==> src/rtl/dq_engine_scheduler_if.sv <==
// Bundle of every handshake and data signal between the dq engine scheduler,
// its requester channels, the shared alpha-beta/dq engine and the result sink.
// The master modport is the scheduler's view; slave is the surrounding system.
interface dq_engine_scheduler_if #(
    parameter int DATA_WIDTH = 32,
    parameter int NUM_CH     = 4
);
    // Requester side
    logic [NUM_CH-1:0]            ch_valid;
    logic [NUM_CH-1:0]            ch_ready;
    logic [NUM_CH*DATA_WIDTH-1:0] ch_alpha;
    logic [NUM_CH*DATA_WIDTH-1:0] ch_beta;
    logic [NUM_CH*DATA_WIDTH-1:0] ch_theta;
    logic [NUM_CH-1:0]            cfg_aligned;

    // Engine operand handshake
    logic [DATA_WIDTH-1:0]        eng_alpha;
    logic [DATA_WIDTH-1:0]        eng_beta;
    logic [DATA_WIDTH-1:0]        eng_theta;
    logic                         eng_aligned;
    logic                         eng_in_valid;
    logic                         eng_in_ready;

    // Engine result handshake
    logic                         eng_out_valid;
    logic signed [DATA_WIDTH-1:0] eng_d;
    logic signed [DATA_WIDTH-1:0] eng_q;
    logic                         eng_out_ready;

    // Tagged result stream and status
    logic                         res_valid;
    logic                         res_ready;
    logic [2:0]                   res_ch;
    logic signed [DATA_WIDTH-1:0] res_d;
    logic signed [DATA_WIDTH-1:0] res_q;
    logic                         busy;
    logic                         err_timeout;

    modport master (
        input  ch_valid, ch_alpha, ch_beta, ch_theta, cfg_aligned,
        input  eng_in_ready, eng_out_valid, eng_d, eng_q, res_ready,
        output ch_ready, eng_alpha, eng_beta, eng_theta, eng_aligned,
        output eng_in_valid, eng_out_ready,
        output res_valid, res_ch, res_d, res_q, busy, err_timeout
    );

    modport slave (
        output ch_valid, ch_alpha, ch_beta, ch_theta, cfg_aligned,
        output eng_in_ready, eng_out_valid, eng_d, eng_q, res_ready,
        input  ch_ready, eng_alpha, eng_beta, eng_theta, eng_aligned,
        input  eng_in_valid, eng_out_ready,
        input  res_valid, res_ch, res_d, res_q, busy, err_timeout
    );
endinterface

==> src/rtl/dq_engine_scheduler.sv <==
// Round-robin scheduler that shares one alpha-beta/dq engine among NUM_CH
// requester channels. One transaction is in flight at a time: grant, issue
// operands, wait for the engine (bounded by TIMEOUT), deliver a tagged result.
module dq_engine_scheduler #(
    parameter int DATA_WIDTH = 32,
    parameter int NUM_CH     = 4,
    parameter int TIMEOUT    = 64
) (
    input  logic                 Clk,
    input  logic                 Reset,
    dq_engine_scheduler_if.master bus
);
    localparam int               CNT_W    = (TIMEOUT > 1) ? $clog2(TIMEOUT) : 1;
    localparam logic [CNT_W-1:0] CNT_LAST = CNT_W'(TIMEOUT - 1);
    localparam logic [2:0]       LAST_CH  = 3'(NUM_CH - 1);

    typedef enum logic [1:0] {IDLE, ISSUE, WAIT, DELIVER} state_t;

    state_t                  r_state;
    logic [2:0]              r_rr_ptr;
    logic [2:0]              r_grant;
    logic [CNT_W-1:0]        r_cnt;
    logic [DATA_WIDTH-1:0]   r_eng_alpha;
    logic [DATA_WIDTH-1:0]   r_eng_beta;
    logic [DATA_WIDTH-1:0]   r_eng_theta;
    logic                    r_eng_aligned;
    logic                    r_eng_in_valid;
    logic                    r_eng_out_ready;
    logic                    r_res_valid;
    logic [2:0]              r_res_ch;
    logic signed [DATA_WIDTH-1:0] r_res_d;
    logic signed [DATA_WIDTH-1:0] r_res_q;
    logic                    r_busy;
    logic                    r_err_timeout;

    logic [7:0]              w_valid8;
    logic                    w_grant_found;
    logic [2:0]              w_grant_idx;
    logic [2:0]              w_cand;
    logic [DATA_WIDTH-1:0]   w_sel_alpha;
    logic [DATA_WIDTH-1:0]   w_sel_beta;
    logic [DATA_WIDTH-1:0]   w_sel_theta;
    logic                    w_sel_aligned;
    logic [NUM_CH-1:0]       w_ch_ready;
    logic [2:0]              w_next_ptr;

    // Channel index base+off, wrapped modulo NUM_CH (off is always < NUM_CH).
    function automatic logic [2:0] wrap_add(input logic [2:0] base, input int off);
        int sum;
        sum = int'(base) + off;
        if (sum >= NUM_CH) sum -= NUM_CH;
        return 3'(sum);
    endfunction

    // Widened request vector so a 3-bit channel index always selects exactly.
    assign w_valid8   = 8'(bus.ch_valid);
    assign w_next_ptr = (r_grant == LAST_CH) ? 3'd0 : r_grant + 3'd1;

    // Round-robin search: first requester at or after r_rr_ptr wins.
    always_comb begin
        // NOTE: every variable gets a default before the loop so no latch is inferred.
        w_grant_found = 1'b0;
        w_grant_idx   = '0;
        w_cand        = '0;
        for (int i = 0; i < NUM_CH; i++) begin
            w_cand = wrap_add(r_rr_ptr, i);
            if (!w_grant_found && w_valid8[w_cand]) begin
                w_grant_found = 1'b1;
                w_grant_idx   = w_cand;
            end
        end
    end

    // Operand mux for the winning channel, using constant slice positions.
    always_comb begin
        w_sel_alpha   = '0;
        w_sel_beta    = '0;
        w_sel_theta   = '0;
        w_sel_aligned = 1'b0;
        for (int k = 0; k < NUM_CH; k++) begin
            if (w_grant_idx == 3'(k)) begin
                w_sel_alpha   = bus.ch_alpha[k*DATA_WIDTH +: DATA_WIDTH];
                w_sel_beta    = bus.ch_beta[k*DATA_WIDTH +: DATA_WIDTH];
                w_sel_theta   = bus.ch_theta[k*DATA_WIDTH +: DATA_WIDTH];
                w_sel_aligned = bus.cfg_aligned[k];
            end
        end
    end

    // Accept pulse: same cycle as the grant decision, only while idle and out of reset.
    always_comb begin
        w_ch_ready = '0;
        for (int k = 0; k < NUM_CH; k++) begin
            w_ch_ready[k] = (r_state == IDLE) && !Reset && w_grant_found &&
                            (w_grant_idx == 3'(k));
        end
    end

    // Transaction FSM with all handshake and data outputs held in registers.
    always_ff @(posedge Clk or posedge Reset) begin
        if (Reset) begin
            r_state         <= IDLE;
            r_rr_ptr        <= '0;
            r_grant         <= '0;
            r_cnt           <= '0;
            r_eng_alpha     <= '0;
            r_eng_beta      <= '0;
            r_eng_theta     <= '0;
            r_eng_aligned   <= 1'b0;
            r_eng_in_valid  <= 1'b0;
            r_eng_out_ready <= 1'b0;
            r_res_valid     <= 1'b0;
            r_res_ch        <= '0;
            r_res_d         <= '0;
            r_res_q         <= '0;
            r_busy          <= 1'b0;
            r_err_timeout   <= 1'b0;
        end else begin
            // NOTE: non-blocking assignments keep every register updating from pre-edge values.
            case (r_state)
                IDLE: begin
                    if (w_grant_found) begin
                        r_grant        <= w_grant_idx;
                        r_eng_alpha    <= w_sel_alpha;
                        r_eng_beta     <= w_sel_beta;
                        r_eng_theta    <= w_sel_theta;
                        r_eng_aligned  <= w_sel_aligned;
                        r_eng_in_valid <= 1'b1;
                        r_busy         <= 1'b1;
                        r_state        <= ISSUE;
                    end
                end
                ISSUE: begin
                    if (bus.eng_in_ready) begin
                        r_eng_in_valid  <= 1'b0;
                        r_eng_out_ready <= 1'b1;
                        r_cnt           <= '0;
                        r_state         <= WAIT;
                    end
                end
                WAIT: begin
                    // A result arriving on the expiry cycle still wins over the timeout.
                    if (bus.eng_out_valid) begin
                        r_res_d         <= bus.eng_d;
                        r_res_q         <= bus.eng_q;
                        r_res_ch        <= r_grant;
                        r_eng_out_ready <= 1'b0;
                        r_res_valid     <= 1'b1;
                        r_state         <= DELIVER;
                    end else if (r_cnt == CNT_LAST) begin
                        r_err_timeout   <= 1'b1;
                        r_eng_out_ready <= 1'b0;
                        r_rr_ptr        <= w_next_ptr;
                        r_busy          <= 1'b0;
                        r_state         <= IDLE;
                    end else begin
                        r_cnt <= r_cnt + 1'b1;
                    end
                end
                DELIVER: begin
                    if (bus.res_ready) begin
                        r_res_valid <= 1'b0;
                        r_rr_ptr    <= w_next_ptr;
                        r_busy      <= 1'b0;
                        r_state     <= IDLE;
                    end
                end
                default: r_state <= IDLE;
            endcase
        end
    end

    assign bus.ch_ready      = w_ch_ready;
    assign bus.eng_alpha     = r_eng_alpha;
    assign bus.eng_beta      = r_eng_beta;
    assign bus.eng_theta     = r_eng_theta;
    assign bus.eng_aligned   = r_eng_aligned;
    assign bus.eng_in_valid  = r_eng_in_valid;
    assign bus.eng_out_ready = r_eng_out_ready;
    assign bus.res_valid     = r_res_valid;
    assign bus.res_ch        = r_res_ch;
    assign bus.res_d         = r_res_d;
    assign bus.res_q         = r_res_q;
    assign bus.busy          = r_busy;
    assign bus.err_timeout   = r_err_timeout;
endmodule

==> src/flat_wrapper.sv <==
// flat-port wrapper written by rule: the top's interface ports become plain ports
module dq_engine_scheduler_flat 
#(
    parameter int DATA_WIDTH = 32,
    parameter int NUM_CH     = 4,
    parameter int TIMEOUT    = 64
)
  (Clk, Reset, bus_ch_valid, bus_ch_alpha, bus_ch_beta, bus_ch_theta, bus_cfg_aligned, bus_eng_in_ready, bus_eng_out_valid, bus_eng_d, bus_eng_q, bus_res_ready, bus_ch_ready, bus_eng_alpha, bus_eng_beta, bus_eng_theta, bus_eng_aligned, bus_eng_in_valid, bus_eng_out_ready, bus_res_valid, bus_res_ch, bus_res_d, bus_res_q, bus_busy, bus_err_timeout);
  dq_engine_scheduler_if #(.DATA_WIDTH(DATA_WIDTH), .NUM_CH(NUM_CH)) bus_i ();
  input  logic Clk;
  input  logic Reset;
  input wire logic [$bits(bus_i.ch_valid)-1:0] bus_ch_valid;
  input wire logic [$bits(bus_i.ch_alpha)-1:0] bus_ch_alpha;
  input wire logic [$bits(bus_i.ch_beta)-1:0] bus_ch_beta;
  input wire logic [$bits(bus_i.ch_theta)-1:0] bus_ch_theta;
  input wire logic [$bits(bus_i.cfg_aligned)-1:0] bus_cfg_aligned;
  input wire logic [$bits(bus_i.eng_in_ready)-1:0] bus_eng_in_ready;
  input wire logic [$bits(bus_i.eng_out_valid)-1:0] bus_eng_out_valid;
  input wire logic [$bits(bus_i.eng_d)-1:0] bus_eng_d;
  input wire logic [$bits(bus_i.eng_q)-1:0] bus_eng_q;
  input wire logic [$bits(bus_i.res_ready)-1:0] bus_res_ready;
  output wire logic [$bits(bus_i.ch_ready)-1:0] bus_ch_ready;
  output wire logic [$bits(bus_i.eng_alpha)-1:0] bus_eng_alpha;
  output wire logic [$bits(bus_i.eng_beta)-1:0] bus_eng_beta;
  output wire logic [$bits(bus_i.eng_theta)-1:0] bus_eng_theta;
  output wire logic [$bits(bus_i.eng_aligned)-1:0] bus_eng_aligned;
  output wire logic [$bits(bus_i.eng_in_valid)-1:0] bus_eng_in_valid;
  output wire logic [$bits(bus_i.eng_out_ready)-1:0] bus_eng_out_ready;
  output wire logic [$bits(bus_i.res_valid)-1:0] bus_res_valid;
  output wire logic [$bits(bus_i.res_ch)-1:0] bus_res_ch;
  output wire logic [$bits(bus_i.res_d)-1:0] bus_res_d;
  output wire logic [$bits(bus_i.res_q)-1:0] bus_res_q;
  output wire logic [$bits(bus_i.busy)-1:0] bus_busy;
  output wire logic [$bits(bus_i.err_timeout)-1:0] bus_err_timeout;
  assign bus_i.ch_valid = bus_ch_valid;
  assign bus_i.ch_alpha = bus_ch_alpha;
  assign bus_i.ch_beta = bus_ch_beta;
  assign bus_i.ch_theta = bus_ch_theta;
  assign bus_i.cfg_aligned = bus_cfg_aligned;
  assign bus_i.eng_in_ready = bus_eng_in_ready;
  assign bus_i.eng_out_valid = bus_eng_out_valid;
  assign bus_i.eng_d = bus_eng_d;
  assign bus_i.eng_q = bus_eng_q;
  assign bus_i.res_ready = bus_res_ready;
  assign bus_ch_ready = bus_i.ch_ready;
  assign bus_eng_alpha = bus_i.eng_alpha;
  assign bus_eng_beta = bus_i.eng_beta;
  assign bus_eng_theta = bus_i.eng_theta;
  assign bus_eng_aligned = bus_i.eng_aligned;
  assign bus_eng_in_valid = bus_i.eng_in_valid;
  assign bus_eng_out_ready = bus_i.eng_out_ready;
  assign bus_res_valid = bus_i.res_valid;
  assign bus_res_ch = bus_i.res_ch;
  assign bus_res_d = bus_i.res_d;
  assign bus_res_q = bus_i.res_q;
  assign bus_busy = bus_i.busy;
  assign bus_err_timeout = bus_i.err_timeout;
  dq_engine_scheduler #(.DATA_WIDTH(DATA_WIDTH), .NUM_CH(NUM_CH), .TIMEOUT(TIMEOUT)) u_core (.Clk(Clk), .Reset(Reset), .bus(bus_i));
endmodule
==> config.mk <==
export PLATFORM = sky130hd
export DESIGN_NAME = dq_engine_scheduler_flat
export DESIGN_NICKNAME = d
export VERILOG_FILES = /design/src/rtl/dq_engine_scheduler_if.sv /design/src/rtl/dq_engine_scheduler.sv /design/src/flat_wrapper.sv
export SDC_FILE = /design/constraint.sdc
export NUM_CORES = 1
export LEC_CHECK = 0
export BUFFER_PORTS_ARGS = -buffer_cell sky130_fd_sc_hd__buf_2
export CORE_AREA = 4 4 243 245
export DETAILED_ROUTE_END_ITERATION = 8
export DIE_AREA = 0 0 247 249
export SETUP_SLACK_MARGIN = 0.05
export SYNTH_ARGS = -nofsm -noshare
export SYNTH_HDL_FRONTEND = slang
export SYNTH_SLANG_ARGS = --single-unit
==> constraint.sdc <==
create_clock -name Clk -period 16.05 [get_ports Clk]
set_clock_uncertainty 0.2 [all_clocks]
set_input_delay 1.605 -clock Clk [delete_from_list [all_inputs] [get_ports Clk]]
set_output_delay 1.605 -clock Clk [all_outputs]
set_load 0.01 [all_outputs]
==> flow_summary_export.csv <==
group,metric,value,unit
run_status,status,"complete, no violations",
clock_tree,clock_sinks,183,
yosys,ys_types,39,
setup_path,criticalPathCategory,"register to output pin",
floorplanning,ios,634,
detailed_routing,wl_met3,4.25,mm
timing,rsz0062_at_grt,"false",
detailed_routing,wl_met1,19.0,mm
pwr,power_frac_seq,0.274,
setup_path,worstPathArrival,4.89,ns
pwr,p_int,1530,uW
floorplanning,rows,88,
layout,drive_gt1_frac,0.475,
setup_path,slowest_delay,0.67,ns
yosys,muxShareOfSynthArea,0.0824,
clock_tree,cts_max_level,4,
layout,stdcell_area,14600,um2
timing,timing.final.crit_share,0.417,
timing,fin_crit,6.69,ns
timing,finalMaxSlewViolations,0,
clock_tree,cts_tree,"yes",
detailed_routing,dr.first_iter.drc_count,752,
setup_path,crit_fanout,53,
placed_design,dp.cells,2353,
setup_path,cp_num_buf_inv,3,
yosys,synthAdderAreaFrac,0.00491,
global_routing,grt_pass1_wl,69.3,mm
detailed_routing,ant_nets,0,
setup_path,crit_required,14.24,ns
clock_tree,holdBufCountCts,0,
timing,max_freq,149,MHz
detailed_routing,via_per_inst,4.76,
clock_tree,clk_path_buf_depth,2,
clock_tree,cts.clk_slew.worst_paths,0.08,ns
detailed_routing,drcViolationCount,0,
setup_path,cp-end-kind,"output pin",
global_routing,grt_max_degree,124,
yosys,syn_inst,1056,
detailed_routing,first_pass_iters,7,
setup_path,start_kind,"register",
yosys,synth_seq_cells,183,
placed_design,port_buffers,633,
timing,finalSetupViolations,0,
yosys,netlist_area,10200,um2
yosys,seq_area_frac_synth,0.449,
layout,n_fill_cell,6244,
layout,fin_util,0.256,
yosys,synth_compound_area_frac,0.276,
global_routing,antenna_found_initial,6,
global_routing,grt_pass1_vias,11700,
clock_tree,clk_latency,0.48,ns
timing,worstMarginPinSlew,1.27,ns
layout,finalNonFillerCells,2388,
clock_tree,cts_buffers,17,
clock_tree,clock-root-buffer,"clkbuf_16",
layout,layout_commonest_cell,"buf_2",
pwr,total_leakage_power,0.00655,uW
detailed_routing,highest_layer,"met5",
layout,multiInputGateArea,5150,um2
pwr,comb_power_share,0.584,
floorplanning,core_area,57100,um2
floorplanning,die_area,61500,um2
layout,nNetsFinal,2072,
yosys,synthSimpleGateAreaFrac,0.134,
placed_design,hpwlAfterDp,34.5,mm
layout,area_growth,43.4,%
layout,regArea,4580,um2
pwr,p_clk_frac,0.142,
pwr,switching_share,0.499,
yosys,syn_area_per_cell,9.65,um2
detailed_routing,met2_wirelength,22.3,mm
yosys,yosysWarnings,0,
yosys,synth_xor_area_frac,0.00344,
setup_path,crit_family,"buffers and inverters",
timing,relSlewSlack,0.153,
setup_path,cp_slowest_cell,"and2_4",
pwr,p_per_area,208,nW/um2
placed_design,placed_cell_area,14000,um2
setup_path,crit_chain,"inv_1, ha_1, mux4_2, o21ai_0, a211o_4, buf_4, and2_4, nor4_1, buf_2",
yosys,synth.net_count,1521,
global_routing,grt.total_usage,0.147,
placed_design,gp_congestion,0.882,
detailed_routing,totalWireLength,47.2,mm
floorplanning,fp.dieH,249,um
detailed_routing,wl_per_cell,19.8,um
detailed_routing,vias,11400,
floorplanning,die_x,247,um
global_routing,grt-ovfl-total,0,
pwr,p_switching,1520,uW
clock_tree,ctsResizeCount,0,
clock_tree,cts_post_setup_buffers_inserted,0,
timing,timing.setup.tns,0,ns
floorplanning,start_util,0.178,
hold_path,worstHoldPathType,"register to register",
timing,hold_viol_final,0,
yosys,synth_top_family_by_area,"compound AO/OA/AOI/OAI gates",
pwr,ir_worst_vdd,0.147,mV
layout,final_cell_mix,"633 x buf_2, 207 x nand2_1, 183 x dfrtp_1",
job,max-cap-violations,0,
==> state kept, by name (all words and copies together), names as in the netlist <==
register and cells:
u_core.r_grant 3, u_core.bus.eng_out_ready 1, u_core.bus.eng_aligned 1, u_core.bus.eng_beta 32
u_core.bus.busy 1, u_core.bus.eng_in_valid 1, u_core.bus.res_ch 3, u_core.r_cnt 6
u_core.bus.res_d 32, u_core.bus.err_timeout 1, u_core.bus.res_valid 1, u_core.r_state 2
u_core.bus.eng_theta 32, u_core.bus.res_q 32, u_core.bus.eng_alpha 32, u_core.r_rr_ptr 3
==> cells in the mapped netlist <==
cell	n	area share
a211o_1	1	0.00086
a21o_1	1	0.00074
a21oi_1	4	0.0020
a221oi_1	97	0.083
a221oi_4	1	0.0026
a22o_1	2	0.0017
a311oi_1	89	0.076
a311oi_2	8	0.012
and2_1	4	0.0025
and3_1	3	0.0018
buf_1	10	0.0037
buf_2	21	0.010
buf_4	3	0.0022
clkbuf_1	84	0.031
dfrtp_1	183	0.45
ha_1	4	0.0049
inv_1	9	0.0033
mux2_2	67	0.074
mux2i_1	4	0.0039
mux4_2	2	0.0044
nand2_1	208	0.077
nand2b_1	2	0.0012
nand3b_1	1	0.00074
nand4_1	3	0.0018
nor2_1	114	0.042
nor2_2	1	0.00061
nor3_1	1	0.00049
nor4_1	4	0.0025
nor4_4	1	0.0021
o2111ai_1	1	0.00086
o21a_1	2	0.0015
o21ai_0	12	0.0059
o21ai_1	1	0.00049
o2bb2ai_1	98	0.084
o311ai_2	1	0.0016
o31ai_1	3	0.0022
or2_2	1	0.00061
or3_1	1	0.00061
xor2_1	4	0.0034
==> layout make-up <==
cell class	count	share of cell area
antenna	3	0.000514
clock buffer	17	0.0291
clock inverter	15	0.0106
inverter	9	0.00283
multi-input combinational	746	0.353
sequential	183	0.313
tap	765	0.0655
timing repair buffer	650	0.225
==> cells by family after synthesis <==
kind of cell,count (synthesis)
AND/OR/NAND/NOR,344
AO/OA/AOI/OAI,321
flip-flops,183
buffers and inverters,127
multiplexers,73
XOR/XNOR,4
adder cells (fa/ha/maj),4
==> through the flow <==
| step | hold slack, ns | total power (uW) | setup WS [ns] |
|---|---|---|---|
| detailed placement | 0.264 | 2620 | 9.38 |
| CTS | 0.282 | 3070 | 9.29 |
| floorplan | 0.268 | 1950 | 9.27 |
| global route | 0.286 | 3270 | 9.06 |
| global placement | 0.243 | 2590 | 9.40 |
| finish | 0.268 | 3040 | 9.36 |
==> worst reg2reg max path: cells and delay by family, from the launching register on <==
family | cells | cell delay (ns)
and+or+nand+nor | 1 | 0.50
adders and majority gates | 1 | 0.50
muxes | 1 | 0.63
AOI/OAI and AO/OA | 4 | 1.66
DFF | 1 | 0.56
buffers and inverters | 4 | 1.51
==> worst paths after layout <==
check                      slack, ns                                from  cells after the start                                    to
min in group asynchronous       1.12                               Reset                      2      u_core.bus.res_q[28]$_DFFE_PP0P_
hold reg to reg                 0.27  u_core.bus.err_timeout$_DFFE_PP0P_                      1    u_core.bus.err_timeout$_DFFE_PP0P_
hold / removal                  0.27  u_core.bus.err_timeout$_DFFE_PP0P_                      1    u_core.bus.err_timeout$_DFFE_PP0P_
setup reg to reg               10.34      u_core.r_rr_ptr[0]$_DFFE_PP0P_                     11  u_core.bus.eng_alpha[27]$_DFFE_PP0P_
setup / recovery                9.36      u_core.r_rr_ptr[0]$_DFFE_PP0P_                      9                       bus_ch_ready[0]
max in group asynchronous      13.13                               Reset                      3  u_core.bus.eng_alpha[29]$_DFFE_PP0P_
==> power by group through the flow <==
stage	clock (uW)	sequential (uW)	combinational, uW
final	431	833	1780
after global routing	466	861	1940
after CTS	449	832	1790
after detailed placement	0	837	1790
after global placement	0	830	1760
after floorplan	0	916	1040
==> routing by layer <==
layer,GRT usage,vias up
met5,0,-
met4,0.0616,4
met3,0.0385,96
met2,0.241,638
met1,0.182,5516
li1,-,5119
Power figures use the tool's default switching activity.
